`config.mk`:
```
export PLATFORM = sky130hd
export DESIGN_NAME = sia_rxq_v2
export DESIGN_NICKNAME = d
export VERILOG_FILES = /design/src/rtl/sia_rxq_v2_pkg.sv /design/src/rtl/sia_rxq_fifo.sv /design/src/rtl/sia_rxq_v2.sv
export SDC_FILE = /design/constraint.sdc
export NUM_CORES = 1
export LEC_CHECK = 0
export ABC_AREA = 1
export BUFFER_PORTS_ARGS = -buffer_cell sky130_fd_sc_hd__buf_2
export CORE_MARGIN = 2
export CORE_UTILIZATION = 40
export DETAILED_ROUTE_END_ITERATION = 10
export HOLD_SLACK_MARGIN = 0.03
export SYNTH_ARGS = -nofsm -noshare
export SYNTH_HDL_FRONTEND = slang
export SYNTH_SLANG_ARGS = --single-unit
```
`constraint.sdc`:
```
create_clock -name clk_i -period 3 [get_ports clk_i]
set_clock_uncertainty 0.05 [all_clocks]
set_input_delay 0.15 -clock clk_i [delete_from_list [all_inputs] [get_ports clk_i]]
set_output_delay 0.15 -clock clk_i [all_outputs]
set_load 0.01 [all_outputs]
```
`src/rtl/sia_rxq_v2_pkg.sv`:
```
// Shared constants and FSM encoding for the SIA receive queue.
package sia_rxq_v2_pkg;

  localparam int SIA_BITS_W = 5;
  localparam logic [SIA_BITS_W-1:0] SIA_BITS_8N1 = 5'd10;

  typedef enum logic [1:0] {
    ST_IDLE  = 2'd0,
    ST_START = 2'd1,
    ST_DATA  = 2'd2,
    ST_PUSH  = 2'd3
  } state_t;

endpackage

```
`src/rtl/sia_rxq_fifo.sv`:
```
// Receive frame FIFO: RAM, pointers, level, status flags, overflow policy and sticky overrun.
module sia_rxq_fifo #(
  parameter int DATA_BITS  = 12,
  parameter int DEPTH_BITS = 2
) (
  input  logic                  clk_i,
  input  logic                  reset_ni,
  input  logic                  push_i,
  input  logic [DATA_BITS-1:0]  data_i,
  input  logic                  ferr_i,
  input  logic                  pop_i,
  input  logic                  ovwr_i,
  input  logic [DEPTH_BITS:0]   thresh_i,
  input  logic                  ovr_clr_i,
  output logic [DATA_BITS-1:0]  head_dat_o,
  output logic                  head_ferr_o,
  output logic [DEPTH_BITS:0]   level_o,
  output logic                  not_empty_o,
  output logic                  full_o,
  output logic                  hiwat_o,
  output logic                  ovr_o
);

  localparam int DEPTH = 1 << DEPTH_BITS;
  localparam int LW    = DEPTH_BITS + 1;
  localparam logic [DEPTH_BITS:0] FULL_LVL = DEPTH[DEPTH_BITS:0];

  logic [DATA_BITS:0]    ram_q [DEPTH];
  logic [DEPTH_BITS-1:0] wr_ptr_q, rd_ptr_q;
  logic [DEPTH_BITS:0]   level_q, level_d;
  logic                  pop_eff, full_now, overrun, do_write, rd_adv;
  logic                  not_empty_q, full_q, hiwat_q, ovr_q;

  // Decide what this cycle's push/pop does to the queue.
  always_comb begin
    pop_eff  = pop_i && (level_q != '0);
    full_now = (level_q == FULL_LVL);
    // A pop on a full queue frees a slot first, so it never counts as overrun.
    overrun  = push_i && full_now && !pop_eff;
    do_write = push_i && (!overrun || ovwr_i);
    rd_adv   = pop_eff || (overrun && ovwr_i);
    level_d  = level_q + LW'(push_i && !overrun) - LW'(pop_eff);
  end

  // Frame storage.
  always_ff @(posedge clk_i or negedge reset_ni) begin
    if (!reset_ni) begin
      // NOTE: RAM is cleared by reset so the head read after reset is a defined 0.
      for (int i = 0; i < DEPTH; i++) ram_q[i] <= '0;
    end else if (do_write) begin
      ram_q[wr_ptr_q] <= {ferr_i, data_i};
    end
  end

  // Pointers, level, flags registered from the next-state level, sticky overrun.
  always_ff @(posedge clk_i or negedge reset_ni) begin
    if (!reset_ni) begin
      wr_ptr_q    <= '0;
      rd_ptr_q    <= '0;
      level_q     <= '0;
      not_empty_q <= 1'b0;
      full_q      <= 1'b0;
      hiwat_q     <= 1'b0;
      ovr_q       <= 1'b0;
    end else begin
      if (do_write) wr_ptr_q <= wr_ptr_q + 1'b1;
      if (rd_adv)   rd_ptr_q <= rd_ptr_q + 1'b1;
      level_q     <= level_d;
      not_empty_q <= (level_d != '0);
      full_q      <= (level_d == FULL_LVL);
      hiwat_q     <= (level_d >= thresh_i);
      if (overrun)        ovr_q <= 1'b1;
      else if (ovr_clr_i) ovr_q <= 1'b0;
    end
  end

  assign head_dat_o  = ram_q[rd_ptr_q][DATA_BITS-1:0];
  assign head_ferr_o = ram_q[rd_ptr_q][DATA_BITS];
  assign level_o     = level_q;
  assign not_empty_o = not_empty_q;
  assign full_o      = full_q;
  assign hiwat_o     = hiwat_q;
  assign ovr_o       = ovr_q;

endmodule

```
`src/rtl/sia_rxq_v2.sv`:
```
// SIA receive path: pin synchronisers, async/sync frame deserialiser, and frame FIFO.
module sia_rxq_v2
  import sia_rxq_v2_pkg::*;
#(
  parameter int SHIFT_REG_WIDTH = 12,
  parameter int BAUD_RATE_WIDTH = 32,
  parameter int DEPTH_BITS      = 2,
  parameter int DATA_BITS       = 12
) (
  input  logic                       clk_i,
  input  logic                       reset_ni,
  input  logic [SIA_BITS_W-1:0]      bits_i,
  input  logic [BAUD_RATE_WIDTH-1:0] baud_i,
  input  logic                       sync_i,
  input  logic                       rxcpol_i,
  input  logic                       ovwr_i,
  input  logic [DEPTH_BITS:0]        thresh_i,
  input  logic                       rxd_i,
  input  logic                       rxc_i,
  input  logic                       rxq_pop_i,
  input  logic                       rxq_oe_i,
  input  logic                       ovr_clr_i,
  output logic [DATA_BITS-1:0]       rxq_dat_o,
  output logic                       rxq_ferr_o,
  output logic [DEPTH_BITS:0]        rxq_level_o,
  output logic                       rxq_not_empty_o,
  output logic                       rxq_full_o,
  output logic                       rxq_hiwat_o,
  output logic                       rxq_ovr_o
);

  localparam int W = SHIFT_REG_WIDTH;

  state_t                     state_q, state_d;
  logic [1:0]                 rxd_sync_q, rxc_sync_q;
  logic                       rxd_q, rxc_q, rxd_s, rxc_s;
  logic                       rxd_fall, rxc_rise, rxc_fall, edge_idle, edge_cfg;
  logic [BAUD_RATE_WIDTH-1:0] cnt_q, cfg_baud_q;
  logic [SIA_BITS_W-1:0]      bitcnt_q, cfg_bits_q;
  logic                       cfg_sync_q, cfg_pol_q;
  logic [W-1:0]               shreg_q;
  logic                       start_frame, shift_en, cnt_ld_half, cnt_ld_full, cnt_dec, push;
  logic                       last_bit;
  logic [DATA_BITS-1:0]       head_dat;
  logic                       head_ferr;

  // Two-flop synchronisers plus one delayed copy for edge detection; the line idles high.
  always_ff @(posedge clk_i or negedge reset_ni) begin
    if (!reset_ni) begin
      rxd_sync_q <= 2'b11;
      rxc_sync_q <= 2'b00;
      rxd_q      <= 1'b1;
      rxc_q      <= 1'b0;
    end else begin
      // NOTE: non-blocking assignments make each flop sample the previous stage's old value.
      rxd_sync_q <= {rxd_sync_q[0], rxd_i};
      rxc_sync_q <= {rxc_sync_q[0], rxc_i};
      rxd_q      <= rxd_sync_q[1];
      rxc_q      <= rxc_sync_q[1];
    end
  end

  assign rxd_s     = rxd_sync_q[1];
  assign rxc_s     = rxc_sync_q[1];
  assign rxd_fall  = rxd_q & ~rxd_s;
  assign rxc_rise  = rxc_s & ~rxc_q;
  assign rxc_fall  = ~rxc_s & rxc_q;
  assign edge_idle = rxcpol_i ? rxc_fall : rxc_rise;
  assign edge_cfg  = cfg_pol_q ? rxc_fall : rxc_rise;
  assign last_bit  = (bitcnt_q + 5'd1) >= cfg_bits_q;

  // FSM state register.
  always_ff @(posedge clk_i or negedge reset_ni) begin
    if (!reset_ni) state_q <= ST_IDLE;
    else           state_q <= state_d;
  end

  // FSM next state and datapath strobes.
  always_comb begin
    // NOTE: every output gets a default first so no path leaves a latch behind.
    state_d     = state_q;
    start_frame = 1'b0;
    shift_en    = 1'b0;
    cnt_ld_half = 1'b0;
    cnt_ld_full = 1'b0;
    cnt_dec     = 1'b0;
    push        = 1'b0;
    unique case (state_q)
      ST_IDLE: begin
        if (!sync_i) begin
          if (rxd_fall) begin
            start_frame = 1'b1;
            cnt_ld_half = 1'b1;
            state_d     = ST_START;
          end
        end else if (edge_idle && !rxd_s) begin
          start_frame = 1'b1;
          shift_en    = 1'b1;
          state_d     = ST_DATA;
        end
      end
      ST_START: begin
        if (cnt_q == '0) begin
          if (rxd_s) begin
            state_d = ST_IDLE;
          end else begin
            shift_en    = 1'b1;
            cnt_ld_full = 1'b1;
            state_d     = ST_DATA;
          end
        end else begin
          cnt_dec = 1'b1;
        end
      end
      ST_DATA: begin
        if (cfg_sync_q) begin
          if (edge_cfg) begin
            shift_en = 1'b1;
            if (last_bit) state_d = ST_PUSH;
          end
        end else if (cnt_q == '0) begin
          shift_en    = 1'b1;
          cnt_ld_full = 1'b1;
          if (last_bit) state_d = ST_PUSH;
        end else begin
          cnt_dec = 1'b1;
        end
      end
      ST_PUSH: begin
        push    = 1'b1;
        state_d = ST_IDLE;
      end
      default: state_d = ST_IDLE;
    endcase
  end

  // Config capture at frame start, baud counter, bit counter and shift register.
  always_ff @(posedge clk_i or negedge reset_ni) begin
    if (!reset_ni) begin
      cfg_bits_q <= '0;
      cfg_baud_q <= '0;
      cfg_sync_q <= 1'b0;
      cfg_pol_q  <= 1'b0;
      cnt_q      <= '0;
      bitcnt_q   <= '0;
      shreg_q    <= '1;
    end else begin
      if (start_frame) begin
        cfg_bits_q <= bits_i;
        cfg_baud_q <= baud_i;
        cfg_sync_q <= sync_i;
        cfg_pol_q  <= rxcpol_i;
      end
      if (cnt_ld_half)      cnt_q <= baud_i >> 1;
      else if (cnt_ld_full) cnt_q <= cfg_baud_q;
      else if (cnt_dec)     cnt_q <= cnt_q - 1'b1;
      if (start_frame) begin
        bitcnt_q <= shift_en ? 5'd1 : 5'd0;
        shreg_q  <= shift_en ? {rxd_s, {(W-1){1'b1}}} : '1;
      end else if (shift_en) begin
        bitcnt_q <= bitcnt_q + 5'd1;
        shreg_q  <= {rxd_s, shreg_q[W-1:1]};
      end
    end
  end

  sia_rxq_fifo #(
    .DATA_BITS  (DATA_BITS),
    .DEPTH_BITS (DEPTH_BITS)
  ) u_fifo (
    .clk_i       (clk_i),
    .reset_ni    (reset_ni),
    .push_i      (push),
    .data_i      (shreg_q),
    .ferr_i      (~shreg_q[W-1]),
    .pop_i       (rxq_pop_i),
    .ovwr_i      (ovwr_i),
    .thresh_i    (thresh_i),
    .ovr_clr_i   (ovr_clr_i),
    .head_dat_o  (head_dat),
    .head_ferr_o (head_ferr),
    .level_o     (rxq_level_o),
    .not_empty_o (rxq_not_empty_o),
    .full_o      (rxq_full_o),
    .hiwat_o     (rxq_hiwat_o),
    .ovr_o       (rxq_ovr_o)
  );

  assign rxq_dat_o  = rxq_oe_i ? head_dat : '0;
  assign rxq_ferr_o = rxq_oe_i & head_ferr;

endmodule

```
==> results.sh, run 1 <==
export IMPL_p_comb_frac=0.418
export IMPL_final_common_cell="nand2_1"
export IMPL_synth_edf_count=0
export IMPL_intPower_uw=6091
export IMPL_max_slew_worst_pin_slew_ns=0.9120
export IMPL_tritoncts="built"
export IMPL_dieArea_um2=23410
export IMPL_dpl_instance_area_um2=9419
export IMPL_setup_tns_ns=0
export IMPL_status="completed"
export IMPL_yosys_cell_types_count=44
export IMPL_wl_per_cell_um=14.42
export IMPL_gr_total_overflow=0
export IMPL_drt_iter0_markers=464
export IMPL_routed_via_count=7635
export IMPL_route_detailed_drc=0
export IMPL_initial_core_util=0.4069
export IMPL_cp_arrival_ns=3.08
export IMPL_grt_max_degree=160
export IMPL_path_class="flip-flop to flip-flop"
export IMPL_rsz0062_at_grt="false"
export IMPL_num_antenna_cells=0
export IMPL_slew_viol_final=0
export IMPL_cts_htree_levels=4
export IMPL_seq_area_frac_synth=0.4501
export IMPL_grt_first_pass_wirelength_mm=38.13
export IMPL_post_route_period_util=0.9428
export IMPL_stdcell_area_um2=10520
export IMPL_cap_violations=0
export IMPL_synthCells=1189
export IMPL_area_delta_synth_final_pct=18.48
export IMPL_clk_latency_ns=0.43
export IMPL_hold_violations=0
export IMPL_ant_nets=0
export IMPL_drtPass1Iterations=5
export IMPL_ios=70
export IMPL_avgSynthCellArea_um2=7.469
export IMPL_endpoint_kind="flip-flop"
export IMPL_ys_seq_elements=159
export IMPL_start_kind="flip-flop"
export IMPL_drt_total_wl_mm=22.83
export IMPL_slew_headroom=0.3920
export IMPL_port_buffers=69
export IMPL_cp_data_required_time_ns=3.25
export IMPL_setup_violations=0
export IMPL_avgViaCountPerCell=4.823
export IMPL_p_leak_uw=0.005238
export IMPL_core_area_um2=21820
export IMPL_clk_pin_slew_worst_paths_ns=0.06
export IMPL_antenna_found_initial=0
export IMPL_period_needed_ns=2.829
export IMPL_die_x_um=153.0
export IMPL_root_buffer="clkbuf_16"
export IMPL_grt_util_all_layers=0.2016
export IMPL_ff2ff_setup_slack_ns=0.17
export IMPL_switchingPower_uw=4226
export IMPL_syn_nets=1261
export IMPL_synth_async_sr_flop_share=1.000
export IMPL_die_y_um=153.0
export IMPL_fin_util=0.4822
export IMPL_cp_max_fo=3
export IMPL_clkPwrFrac=0.218
export IMPL_clockBufferDepth=2
export IMPL_yosys_warnings=0
export IMPL_p_seq_frac=0.364
export IMPL_synth_ff_type="dfrtp_1"
export IMPL_grt_pass1_vias=7332
export IMPL_cts_sinks=159
export IMPL_drive_gt1_frac=0.1381
export IMPL_ir_worst_vdd_uv=490.3
export IMPL_numCtsBuffers=17
export IMPL_p_sw_frac=0.4096
export IMPL_mostFrequentLayoutCells="nand2_1, nor2_1, dfrtp_1, inv_1, o21ai_0"
export IMPL_hpwl_mm=15.53
export IMPL_fin_worst_hold_slack_ns=0.05135
export IMPL_hp_class="primary input to flip-flop"
export IMPL_power_uw=10320
export IMPL_finalNetCount=1362
export IMPL_num_rows=54
export IMPL_powerDensity_nw_per_um2=980.5
export IMPL_synth_area_um2=8881
export IMPL_place_gp_congestion=0.9279
export IMPL_fmax_mhz=353.5
==> registers in the layout, summed over array words and instances, names as in the netlist <==
| name | flops |
|---|---|
| u_fifo.ram_q | 52 |
| cfg_baud_q | 32 |
| cnt_q | 32 |
| shreg_q | 12 |
| bitcnt_q | 5 |
| cfg_bits_q | 5 |
| u_fifo.level_o | 3 |
| rxc_sync_q | 2 |
| rxd_sync_q | 2 |
| state_q | 2 |
| u_fifo.rd_ptr_q | 2 |
| u_fifo.wr_ptr_q | 2 |
| cfg_pol_q | 1 |
| cfg_sync_q | 1 |
| rxc_q | 1 |
| rxd_q | 1 |
| u_fifo.full_o | 1 |
| u_fifo.hiwat_o | 1 |
| u_fifo.not_empty_o | 1 |
| u_fifo.ovr_o | 1 |
==> cell families (layout without fill, tap and decap cells) <==
family                     Yosys count  count (layout)  share of synthesized area
AOI/OAI and AO/OA                  184             184                     0.1103
and+or+nand+nor                    622             622                     0.2947
buffers and inverters              180             294                    0.09129
DFF                                159             159                     0.4501
adders and majority gates           22              22                    0.03184
xor gates and xnor gates            22              22                    0.02170
==> metrics by stage <==
stage,setup slack [ns],std cells
floorplan,0.2663,1189
global placement,0.1770,1504
detailed placement,0.03610,1504
CTS,0.002628,1580
global route,0.003489,1583
finish,0.1715,1583
==> cell type report <==
class                   count  area (µm²)
multi-input cells         850        4108
repair buffers            128       942.2
clock inverters             7       101.3
fillers                  2182       11300
well taps                 280       350.3
inverters                 134       516.7
flip-flops and latches    159        3999
clock buffers              25       505.5
==> worst paths after layout <==
path | from | endpoint | depth (start not counted)
worst max-delay path | u_fifo.level_o[1] | u_fifo.hiwat_o | 13
worst min-delay path | sync_i | state_q[1] | 3
worst max register to register | u_fifo.level_o[1] | u_fifo.hiwat_o | 13
worst min register to register | rxc_sync_q[0] | rxc_sync_q[1] | 0
max in group asynchronous | reset_ni | cnt_q[14] | 3
min in group asynchronous | reset_ni | u_fifo.ram_q[0] | 3
==> timing repair <==
item                       in CTS  in global routing
gates resized for setup         0                  6
setup endpoints to repair       0                  1
buffers inserted                0                  3
hold endpoints to repair      205                  0
hold buffers                   44                  0
==> routing by layer <==
layer / GRT usage / part of all wire / up-vias / routed length, µm
met4: 0.05511 / 0.012 / 0 / 269
met2: 0.3299 / 0.48 / 117 / 10870
met1: 0.2804 / 0.49 / 3554 / 11070
met5: 0 / 0 / - / 0
li1: - / - / 3947 / -
met3: 0.03034 / 0.027 / 17 / 616
==> synthesized netlist by cell type, types with 5 or more instances <==
| master | instances | area share |
|---|---|---|
| nor2_1 | 161 | 0.068 |
| buf_2 | 12 | 0.0068 |
| ha_1 | 21 | 0.030 |
| buf_1 | 6 | 0.0025 |
| nor2_2 | 5 | 0.0035 |
| nand2_1 | 339 | 0.14 |
| inv_1 | 121 | 0.051 |
| a21oi_1 | 24 | 0.014 |
| dfrtp_1 | 144 | 0.41 |
| buf_6 | 7 | 0.0089 |
| xnor2_1 | 8 | 0.0079 |
| inv_2 | 9 | 0.0038 |
| o21ai_0 | 104 | 0.059 |
| o21ai_2 | 6 | 0.0059 |
| nor2_4 | 5 | 0.0063 |
| nand4_1 | 12 | 0.0085 |
| nand3_1 | 78 | 0.044 |
| clkbuf_1 | 14 | 0.0059 |
| o21ai_1 | 39 | 0.022 |
| dfstp_2 | 15 | 0.044 |
| xor2_1 | 14 | 0.014 |
==> power by group through the flow <==
stage                     sequential [µW]  combinational [µW]  clock [µW]
final                                3760                4310        2250
after global routing                 3880                5000        2390
after CTS                            3760                4210        2300
after detailed placement             3780                4140           0
after global placement               3760                4060           0
after floorplan                      3580                3230           0
==> critical path, cell delays in order (launching register included) <==
cell      delay (ns)
dfrtp_2         0.42
or2_4           0.25
inv_1           0.05
a21oi_1         0.07
ha_1            0.27
inv_1           0.06
ha_1            0.14
inv_1           0.05
fa_2            0.35
xor2_2          0.22
xor2_2          0.26
ha_4            0.25
a21oi_1         0.14
o211ai_1        0.11
Power figures use the tool's default switching activity.
==> run 2, diff against run 1 <==
- MAX_ROUTING_LAYER: default -> met4
- SYNTH_HIERARCHICAL: default -> 1
==> results.sh, run 2 <==
export IMPL_synth_async_sr_flop_share=1.000
export IMPL_status="completed"
export IMPL_start_kind="flip-flop"
export IMPL_yosys_area_share_simple=0.3615
export IMPL_cap_violations=0
export IMPL_clockBufferDepth=2
export IMPL_clk_pin_slew_worst_paths_ns=0.07
export IMPL_antenna_found_initial=0
export IMPL_ff2ff_path_depth=16
export IMPL_cp_arrival_ns=3.02
export IMPL_gr_total_overflow=0
export IMPL_cts_sinks=159
export IMPL_root_buffer="clkbuf_16"
export IMPL_port_buffers=69
export IMPL_synth_ff_type="dfrtp_1"
export IMPL_worstHoldStart="sync_i"
export IMPL_numCtsBuffers=17
export IMPL_hp_class="primary input to flip-flop"
export IMPL_synth_edf_count=0
export IMPL_synth_most_common_cell="nand2_1"
export IMPL_drt_total_wl_mm=23.51
export IMPL_num_rows=55
export IMPL_final_common_cell="nand2_1"
export IMPL_endpoint_kind="flip-flop"
export IMPL_ios=70
export IMPL_area_delta_synth_final_pct=17.07
export IMPL_clk_latency_ns=0.44
export IMPL_die_y_um=155.8
export IMPL_routed_via_count=8188
export IMPL_drive_gt1_frac=0.1607
export IMPL_synth_mux_area_fraction=0
export IMPL_critPathLaunch="u_fifo/level_o[0]"
export IMPL_synth_area_um2=9214
export IMPL_setup_violations=0
export IMPL_power_uw=10610
export IMPL_reg_largest_list="u_fifo/ram_q (52), cfg_baud_q (32), cnt_q (32)"
export IMPL_ys_seq_elements=159
export IMPL_setup_tns_ns=0
export IMPL_yosys_warnings=6
export IMPL_grt_max_degree=65
export IMPL_ant_nets=0
export IMPL_post_route_period_util=0.9191
export IMPL_core_area_um2=22640
export IMPL_synth_xor_area_frac=0.01996
export IMPL_synth_common_cells="nand2_1, dfrtp_1, nor2_1"
export IMPL_largest_register="u_fifo/ram_q"
export IMPL_p_leak_uw=0.005501
export IMPL_fmax_mhz=362.7
export IMPL_num_antenna_cells=0
export IMPL_synth_adder_area_share=0.03069
export IMPL_mostFrequentLayoutCells="nand2_1, dfrtp_1, nor2_1, inv_1, o21ai_0"
export IMPL_yosysTopAreaCell="dfrtp_1"
export IMPL_drt_iter0_markers=441
export IMPL_path_class="flip-flop to flip-flop"
export IMPL_grt_first_pass_wirelength_mm=39.81
export IMPL_rsz0062_at_grt="false"
export IMPL_hold_violations=0
export IMPL_cp_max_fo=3
export IMPL_place_gp_congestion=0.9031
export IMPL_avgSynthCellArea_um2=7.503
export IMPL_reg2reg_from="u_fifo/level_o[0]"
export IMPL_drtPass1Iterations=7
export IMPL_min_path_cells=4
export IMPL_yosys_cell_types_count=38
export IMPL_grt_util_all_layers=0.2088
export IMPL_route_detailed_drc=0
export IMPL_synth_compound_area_frac=0.06803
export IMPL_ir_worst_vdd_uv=434.6
export IMPL_largest_reg_flops=52
export IMPL_synthTopCellsByArea="dfrtp_1, nand2_1, nor2_1, nand4_1, dfstp_2"
export IMPL_syn_nets=1300
export IMPL_cts_htree_levels=4
export IMPL_dieArea_um2=24260
export IMPL_max_slew_worst_pin_slew_ns=0.7210
export IMPL_avgViaCountPerCell=5.045
export IMPL_initial_core_util=0.4070
export IMPL_seq_area_frac_synth=0.4339
export IMPL_finalNetCount=1397
export IMPL_powerDensity_nw_per_um2=983.8
export IMPL_cp_data_required_time_ns=3.26
export IMPL_synth_top_family_by_area="simple AND/OR/NAND/NOR gates"
export IMPL_tritoncts="built"
export IMPL_die_x_um=155.8
export IMPL_hpwl_mm=15.85
export IMPL_wl_per_cell_um=14.49
export IMPL_yosysTopAreaCellShare=0.3911
export IMPL_slew_headroom=0.5186
export IMPL_grt_pass1_vias=8005
export IMPL_synthCells=1228
export IMPL_slew_viol_final=0
export IMPL_period_needed_ns=2.757
[run 2: cell families after synthesis]
group           Yosys count
compound gates          119
simple gates            746
fa+ha+maj                22
xor+xnor                 21
flops                   159
buf+inv                 161
[run 2: metal layers]
layer,track usage,vias up,wire length [µm]
li1,-,4137,-
met1,0.2576,3884,10570
met2,0.3647,151,11860
met3,0.03000,16,843
met4,0.04631,0,234
met5,-,-,0
[run 2: metrics by stage]
step	utilization	hold WS (ns)	cell area [µm²]	cells	setup WS, ns
finish	0.4764	0.04624	10790	1623	0.2426
global route	0.4764	0.08567	10790	1623	0.005362
CTS	0.4757	0.03368	10770	1622	0.1240
detailed placement	0.4292	0.1556	9717	1546	0.1339
global placement	0.4292	0.1461	9717	1546	0.2457
floorplan	-	-0.1956	9216	1228	0.04702
[run 2: cell type report]
type                            instances  area (µm²)
Clock inverter                         15       187.7
Clock buffer                           17       425.4
Sequential cell                       159        3999
Inverter                              102       384.1
Timing Repair Buffer                  137       997.2
Tap cell                              285       356.6
Multi-Input combinational cell        908        4437
Fill cell                            2288       11850
[run 2: repair_timing]
item | 4_1_cts | 5_1_grt
gates resized for setup | 0 | 4
setup buffers | 0 | 1
endpoints found under the hold margin | 127 | 0
setup endpoints to repair | 0 | 1
hold buffers | 44 | 0
[run 2: path summary, 6_finish.rpt]
path                                      end  slack (ns)
max reg2reg                    u_fifo/hiwat_o        0.24
min in group asynchronous  u_fifo/not_empty_o        0.23
min                                state_q[0]        0.05
max                            u_fifo/hiwat_o        0.24
max in group asynchronous    u_fifo/ram_q[44]        1.81
min reg2reg                     rxd_sync_q[1]        0.31
[run 2: where the power goes]
group | leakage (µW) | internal [µW] | switching, µW
clock | 0.000295 | 1140 | 1090
sequential | 0.00193 | 3140 | 728
combinational | 0.00327 | 1690 | 2830
total | 0.00550 | 5970 | 4640
[run 2: worst max-delay path, stage by stage, from the launching register on]
cell and delay [ns]:
dfrtp_1 0.42, nor2_2 0.15, buf_4 0.14, nand3_1 0.10, nand2_1 0.07, ha_1 0.22, inv_1 0.05, ha_1 0.12
inv_1 0.05, fa_2 0.36, xnor2_1 0.15, nand2_1 0.08, nand2_2 0.09, inv_1 0.06, ha_1 0.30, a21oi_1 0.13
o211ai_1 0.10
==> run 3, diff against run 2 <==
- REMOVE_ABC_BUFFERS: default -> 1
==> results.sh, run 3 (synthesized netlist as in run 2, its figures left out) <==
export IMPL_status="completed"
export IMPL_wl_per_cell_um=14.37
export IMPL_final_common_cell="nand2_1"
export IMPL_crit_chain="ha_2 -> nand3_1 -> nand2_1 -> ha_1 -> inv_1 -> ha_1 -> inv_1 -> fa_2 -> xnor2_1 -> nand2_1 -> nand2_1 -> inv_1 -> ha_1 -> a21oi_1 -> o211ai_1"
export IMPL_grtUsageMet3=0.03111
export IMPL_grt_use_met1=0.2666
export IMPL_ir_worst_vdd_uv=451.2
export IMPL_grt_use_met2=0.3491
export IMPL_drt_total_wl_mm=23.33
export IMPL_largest_register="u_fifo/ram_q"
export IMPL_area_delta_synth_final_pct=17.17
export IMPL_dp_slack_ns=0.1420
export IMPL_largest_reg_flops=52
export IMPL_tritoncts="built"
export IMPL_die_y_um=155.8
export IMPL_routed_via_count=8154
export IMPL_slew_viol_final=0
export IMPL_powerDensity_nw_per_um2=986.0
export IMPL_gr_total_overflow=0
export IMPL_period_needed_ns=2.746
export IMPL_cp_data_required_time_ns=3.25
export IMPL_die_x_um=155.8
export IMPL_grt_first_pass_wirelength_mm=39.61
export IMPL_drt_iter0_markers=537
export IMPL_grt_util_all_layers=0.2079
export IMPL_grt_busiest_layer="met2"
export IMPL_initial_core_util=0.4070
export IMPL_start_kind="flip-flop"
export IMPL_clockBufferDepth=2
export IMPL_hold_violations=0
export IMPL_p_leak_uw=0.005509
export IMPL_cts_htree_levels=4
export IMPL_antenna_found_initial=0
export IMPL_hp_class="primary input to flip-flop"
export IMPL_clk_pin_slew_worst_paths_ns=0.07
export IMPL_port_buffers=69
export IMPL_mostFrequentLayoutCells="nand2_1, dfrtp_1, nor2_1, inv_1, o21ai_0"
export IMPL_switchingPower_uw=4556
export IMPL_critPathMaxStageDelay_ns=0.42
export IMPL_max_slew_worst_pin_slew_ns=0.9384
export IMPL_finalNetCount=1397
export IMPL_intPower_uw=6088
export IMPL_numCtsBuffers=17
export IMPL_fin_worst_hold_slack_ns=0.07178
export IMPL_clkPwrFrac=0.215
export IMPL_p_comb_frac=0.421
export IMPL_cp_slowest_cell="dfrtp_1"
export IMPL_grt_max_degree=60
export IMPL_endpoint_kind="flip-flop"
export IMPL_fmax_mhz=364.2
export IMPL_cp_arrival_ns=3.00
export IMPL_path_class="flip-flop to flip-flop"
export IMPL_p_seq_frac=0.364
export IMPL_drive_gt1_frac=0.1599
export IMPL_grt_pass1_vias=7945
export IMPL_dieArea_um2=24260
export IMPL_setup_violations=0
export IMPL_clk_latency_ns=0.43
export IMPL_fin_ws_ns=0.2545
export IMPL_reg_largest_list="u_fifo/ram_q (52), cfg_baud_q (32), cnt_q (32)"
export IMPL_ant_nets=0
export IMPL_ff2ff_setup_slack_ns=0.25
export IMPL_cap_violations=0
export IMPL_avgViaCountPerCell=5.024
export IMPL_slew_headroom=0.3737
export IMPL_drtPass1Iterations=5
export IMPL_cp_max_fo=4
export IMPL_cts_sinks=159
export IMPL_rsz0062_at_grt="false"
export IMPL_route_detailed_drc=0
export IMPL_num_antenna_cells=0
export IMPL_p_sw_frac=0.4280
export IMPL_hpwl_mm=15.52
export IMPL_place_gp_congestion=0.8875
export IMPL_num_rows=55
export IMPL_ios=70
export IMPL_post_route_period_util=0.9152
export IMPL_core_area_um2=22640
export IMPL_root_buffer="clkbuf_16"
run 3: cell types whose count changed in the layout (fill, tap and decap cells not counted), sizes merged:
cell / before / now
bufinv: 0 / 2
inv: 109 / 107
run 3: layout make-up:
type | instances | area [µm²]
timing repair buffer | 137 | 997.2
sequential | 159 | 3999
tap | 285 | 356.6
fill | 2247 | 11850
inverter | 102 | 384.1
clock buffer | 17 | 425.4
multi-input combinational | 908 | 4434
clock inverter | 15 | 198.9
run 3: through the flow:
step	utilization	setup TNS [ns]	cell area, µm²	power (µW)	std cells
2_1_floorplan	-	-33.84	8806	6904	1169
3_3_place_gp	0.4292	0	9717	8212	1546
3_5_place_dp	0.4292	0	9717	8322	1546
4_1_cts	0.4762	0	10780	10710	1622
5_1_grt	0.4768	0	10800	11630	1623
6_report	0.4768	0	10800	10640	1623
run 3: critical path: cells and delay by family, from the launching register on:
family	cells	cell delay, ns
compound gates	2	0.23
buf+inv	3	0.17
fa+ha+maj	5	1.27
simple gates	4	0.34
xor+xnor	1	0.15
flops	1	0.42
run 3: per-layer routing:
metal | share of wire | vias up
li1 | - | 4126
met4 | 0.011 | 0
met2 | 0.49 | 185
met3 | 0.039 | 23
met5 | 0 | -
met1 | 0.46 | 3820
run 3: timing repair:
item,4_1_cts,5_1_grt
resized for setup,0,3
setup endpoints to repair,0,1
buffers inserted,0,1
hold buffers,44,0
hold endpoints to repair,120,0
run 3: power groups by stage:
stage	sequential [µW]	combinational [µW]	clock, µW
6_report	3870	4480	2290
4_1_cts	3870	4490	2340
2_1_floorplan	3730	3180	0
5_1_grt	4000	5190	2440
3_3_place_gp	3870	4340	0
3_5_place_dp	3900	4420	0
run 3: final timing paths:
check / startpoint / end / depth (start not counted)
hold reg to reg: rxc_sync_q[0] / rxc_sync_q[1] / 0
hold / removal: ovwr_i / u_fifo/rd_ptr_q[0] / 4
setup reg to reg: state_q[0] / u_fifo/hiwat_o / 15
max in group asynchronous: reset_ni / shreg_q[8] / 3
min in group asynchronous: reset_ni / u_fifo/level_o[2] / 2
setup / recovery: state_q[0] / u_fifo/hiwat_o / 15
